===== config.mk =====
export PLATFORM = sky130hd
export DESIGN_NAME = share_seq_adder
export DESIGN_NICKNAME = d
export VERILOG_FILES = /design/src/rtl/share_seq_adder.sv
export SDC_FILE = /design/constraint.sdc
export NUM_CORES = 1
export LEC_CHECK = 0
export CAP_MARGIN = 20
export CORE_MARGIN = 2
export CORE_UTILIZATION = 40
export CTS_CLUSTER_DIAMETER = 200
export CTS_CLUSTER_SIZE = 40
export DETAILED_ROUTE_END_ITERATION = 16
export GPL_TIMING_DRIVEN = 0
export PLACE_DENSITY_LB_ADDON = 0.3
export SLEW_MARGIN = 15
export SYNTH_ARGS = -nofsm -noshare
export SYNTH_HDL_FRONTEND = slang
export SYNTH_SLANG_ARGS = --single-unit

===== constraint.sdc =====
create_clock -name clk -period 2.3 [get_ports clk]
set_clock_uncertainty 0.1 [all_clocks]
set_input_delay 0.46 -clock clk [delete_from_list [all_inputs] [get_ports clk]]
set_output_delay 0.46 -clock clk [all_outputs]
set_load 0.02 [all_outputs]

===== src/rtl/share_seq_adder.sv =====
// share_seq_adder
//   Computes z = k + 2*s with s = x ? w : v, using a single W+2-bit adder
//   that is reused over two consecutive cycles (k+s, then +s again).
//   A simple valid/ready handshake on the input and output sides.
//
// Build option:
//   SHARE_SAT_EN - when defined, z saturates to 2^(W+1)-1.
//                  Otherwise z carries the full W+2-bit sum.
//
// Ports:
//   clk       - rising-edge clock
//   rst_n     - asynchronous active-low reset
//   in_valid  - operand set on k/v/w/x is valid
//   in_ready  - block can accept an operand set (IDLE only)
//   k, v, w   - unsigned W-bit operands
//   x         - operand select (1: w, 0: v)
//   z         - W+2-bit result, meaningful while out_valid=1
//   out_valid - z holds a result
//   out_ready - consumer accepts z
//   op_cnt    - count of completed transfers, wraps at 256
//
// state | meaning
// IDLE  | waiting for an operand set, in_ready=1
// ADD1  | acc <= k + s
// ADD2  | acc <= acc + s
// DONE  | result presented, waiting for out_ready
module share_seq_adder #(
  parameter int W = 3
) (
  input  logic           clk,
  input  logic           rst_n,
  input  logic           in_valid,
  output logic           in_ready,
  input  logic [W-1:0]   k,
  input  logic [W-1:0]   v,
  input  logic [W-1:0]   w,
  input  logic           x,
  output logic [W+1:0]   z,
  output logic           out_valid,
  input  logic           out_ready,
  output logic [7:0]     op_cnt
);

  typedef enum logic [1:0] {
    IDLE = 2'd0,
    ADD1 = 2'd1,
    ADD2 = 2'd2,
    DONE = 2'd3
  } state_t;

  state_t         state;
  state_t         state_nxt;

  logic [W-1:0]   k_q;
  logic [W-1:0]   s_q;
  logic [W+1:0]   acc;
  logic [W+1:0]   add_a;
  logic [W+1:0]   add_b;
  logic [W+1:0]   sum;

  // State register
  always_ff @(posedge clk or negedge rst_n) begin
    if (!rst_n) begin
      state <= IDLE;
    end else begin
      state <= state_nxt;
    end
  end

  // Next state, handshake outputs and adder operand mux
  always_comb begin
    state_nxt = state;
    in_ready  = 1'b0;
    out_valid = 1'b0;
    add_a     = acc;
    add_b     = {2'b00, s_q};
    case (state)
      IDLE: begin
        in_ready = 1'b1;
        if (in_valid) state_nxt = ADD1;
      end
      ADD1: begin
        add_a     = {2'b00, k_q};
        state_nxt = ADD2;
      end
      ADD2: begin
        state_nxt = DONE;
      end
      DONE: begin
        out_valid = 1'b1;
        // Always return to IDLE first; no accept in the consume cycle.
        if (out_ready) state_nxt = IDLE;
      end
      default: state_nxt = IDLE;
    endcase
  end

  // The one shared adder
  assign sum = add_a + add_b;

  // Operand capture and accumulator
  always_ff @(posedge clk or negedge rst_n) begin
    if (!rst_n) begin
      k_q <= '0;
      s_q <= '0;
      acc <= '0;
    end else begin
      case (state)
        IDLE: begin
          if (in_valid) begin
            k_q <= k;
            s_q <= x ? w : v;
          end
        end
        ADD1:    acc <= sum;
        ADD2:    acc <= sum;
        default: ;
      endcase
    end
  end

  // Completed-transfer counter, wraps naturally at 8 bits
  always_ff @(posedge clk or negedge rst_n) begin
    if (!rst_n) begin
      op_cnt <= '0;
    end else if (state == DONE && out_ready) begin
      op_cnt <= op_cnt + 8'd1;
    end
  end

`ifdef SHARE_SAT_EN
  localparam logic [W+1:0] SAT_MAX = {2'b01, {W{1'b1}}};
  assign z = (acc > SAT_MAX) ? SAT_MAX : acc;
`else
  assign z = acc;
`endif

endmodule


==> flow_summary.ini <==
[worst_setup_path]
required_ns = 2.39
crit_fanout = 4
path_class = reg2reg
arrival_ns = 2.35
critical_path.endpoint_type = flop
start_kind = flop

[global_routing]
grt.met2_usage_pct = 23.4
grtUsageMet3_pct = 2.56
met1_usage_pct = 19.2
grt_max_degree = 22
antenna_found_initial = 0
grt_overflow_total = 0
grt_pass1_vias = 779
grt_usage_pct = 13.9
grt.busiest_layer = met2
grt_first_pass_wirelength_um = 3520

[die]
fp-row-count = 18
core_um2 = 2520
initial_core_util_pct = 43.1
io_pins = 29
chipWidth_um = 56.1
die_area_um2 = 3150
fp.dieH_um = 56.1

[timing]
finalCritPeriodShare_pct = 98.5
setup_viol = 0
rsz0062_at_grt = yes
fmaxAchievable_mhz = 442
max_slew_margin_pct = 36.0
final_max_slew_viol_count = 0
fin_setup_tns_ns = 0
tightest_slew_ns = 0.958
layout_min_cycle_time_ns = 2.26
hold_viol = 0
timing.final.ws_setup_ns = 0.0352

[clock_tree]
cts_tree = done
clk-insertion-delay-late_ns = 0.29
htree_levels = 1
cts_buffers = 3
clk_pin_slew_worst_paths_ns = 0.11
clock_sinks = 21
cts_root_buf = clkbuf_4
ctsHoldBuffers = 0
cts_max_path_buffers = 2

[logic_synthesis]
yosys_warnings = 0
synth_area_leaders = dfrtp_1 (48%), ha_1 (10%), mux2_2 (9.3%), xnor2_1 (4.8%), mux2i_1 (3.7%)
ys_seq_area_share_pct = 48.3
synthCells = 92
synth_fp_nets = 116
netlist.area_leader.share_pct = 48.3
yosysUniqueCellTypes = 24
synth_area_um2 = 1090
synth_area_per_cell_um2 = 11.8
synth_top_area_cell = dfrtp_1
ys_seq_elements = 21

[detailed_routing]
wl_per_cell_um = 13.5
routed_via_density = 5.02
firstDrtPassIters = 5
ant_nets = 0
vias = 798
wl_um = 2150
drc_errors = 0
first_iter_violations = 10

[cells_and_area]
n_antenna_cell = 0
multi_input_area_um2 = 578
syn_to_final_growth_pct = 38.9
fill_cells = 224
final_area_um2 = 1510
drive_above_1_share_pct = 18.6
fin_nets = 154
seqCellArea_um2 = 527

[place]
port_buffers = 28
hpwl_um = 1590
gp_congestion = 0.860
dp_slack_ns = -0.116
placed_cell_area_um2 = 1420

[pwr]
vdd_ir_drop_max_mv = 0.990
powerDensity_nw_per_um2 = 1410
p_leak_nw = 0.708

[worst_hold_path]
hp-class = reg2reg

[job]
cap_violations = 0

[run_status]
status = complete, no violations
## timing repair
| action | in CTS | in global routing |
|---|---|---|
| gates resized for setup | 2 | 5 |
| endpoints found under the setup margin | 1 | 3 |
| gates cloned | 0 | 0 |
| pin swaps | 2 | 2 |
| endpoints found under the hold margin | 0 | 0 |
| setup buffers | 4 | 1 |
## cells in the final DEF, fill, tap and decap left out, drive strengths merged, types with 2 or more instances in the layout
cell and n:
clkdlybuf4s50 26, dfrtp 21, nand2 10, mux2 9, ha 9, xnor2 6
buf 5, inv 5, a21oi 4, mux2i 4, clkbuf 4, nor2 3
o21ai 3, nand3 3, xor2 2, and4 2, nand4 2, dlymetal6s2s 2
## synthesized netlist by cell type (all sizes together)
| master | count |
|---|---|
| dfrtp | 21 |
| nand2 | 10 |
| ha | 9 |
| mux2 | 9 |
| xnor2 | 6 |
| inv | 5 |
| a21oi | 4 |
| mux2i | 4 |
| nand3 | 3 |
| nor2 | 3 |
| o21ai | 3 |
| and4 | 2 |
| nand4 | 2 |
| xor2 | 2 |
| a211o | 1 |
| a21o | 1 |
| a221o | 1 |
| and3 | 1 |
| fa | 1 |
| nand2b | 1 |
| nor2b | 1 |
| nor3 | 1 |
| o32a | 1 |
## layer usage
layer | wire length, µm | up-vias
li1 | - | 396
met1 | 962 | 387
met5 | 0 | -
met3 | 75 | 2
met2 | 1090 | 13
met4 | 16 | 0
## flip-flops by register name, summed over array words and instances, names as in the netlist
register,cells
k_q,3
op_cnt,8
s_q,3
state,2
z,5
## path summary, 6_finish.rpt
check / endpoint / start / slack [ns] / cells past startpoint
max: z[4]$_DFFE_PN0P_ / state[0]$_DFFE_PN0P_ / 0.04 / 7
min: op_cnt[7]$_DFFE_PN0P_ / op_cnt[7]$_DFFE_PN0P_ / 0.37 / 1
max reg2reg: z[4]$_DFFE_PN0P_ / state[0]$_DFFE_PN0P_ / 0.04 / 7
min reg2reg: op_cnt[7]$_DFFE_PN0P_ / op_cnt[7]$_DFFE_PN0P_ / 0.37 / 1
max in group asynchronous: state[0]$_DFFE_PN0P_ / rst_n / 0.87 / 1
min in group asynchronous: op_cnt[6]$_DFFE_PN0P_ / rst_n / 0.58 / 1
## critical path: stages (launching register included)
cell and delay, ns:
dfrtp_2 0.46, ha_4 0.17, buf_4 0.14, mux2_4 0.31, fa_2 0.36, a21o_1 0.20
and4_1 0.18, a211o_1 0.22
## metrics by stage
stage | hold slack, ns | util, % | cells | total power [mW]
finish | 0.373 | 59.9 | 159 | 2.12
global route | 0.417 | 59.9 | 159 | 2.31
CTS | 0.385 | 59.0 | 158 | 2.09
detailed placement | 0.368 | 56.3 | 150 | 1.84
global placement | 0.360 | 56.3 | 150 | 1.79
floorplan | 0.0644 | - | 92 | 1.44
## final cells by class
type	instances	share of cell area, %
inverters	5	1.24
repair buffers	33	21.4
well taps	30	2.49
clock buffers	4	1.74
flip-flops and latches	21	34.9
multi-input cells	66	38.3
## report_power, final
part           internal (mW)  leakage [nW]  switching, mW  total (mW)
Combinational          0.671         0.435          0.592        1.26
Sequential             0.537         0.258          0.150       0.687
Clock                 0.0673        0.0150          0.105       0.173
Total                   1.28         0.708          0.848        2.12
## kinds of logic (layout without fill, tap and decap cells)
group,after synthesis,after routing,synth area share (%)
AND/OR/NAND/NOR,24,24,11.7
flip-flops,21,21,48.3
multiplexers,13,13,13.0
AO/OA/AOI/OAI,11,11,6.56
adder cells (fa/ha/maj),10,10,12.2
XOR/XNOR,8,8,6.44
buffers and inverters,5,42,1.73
Power figures use the tool's default switching activity.
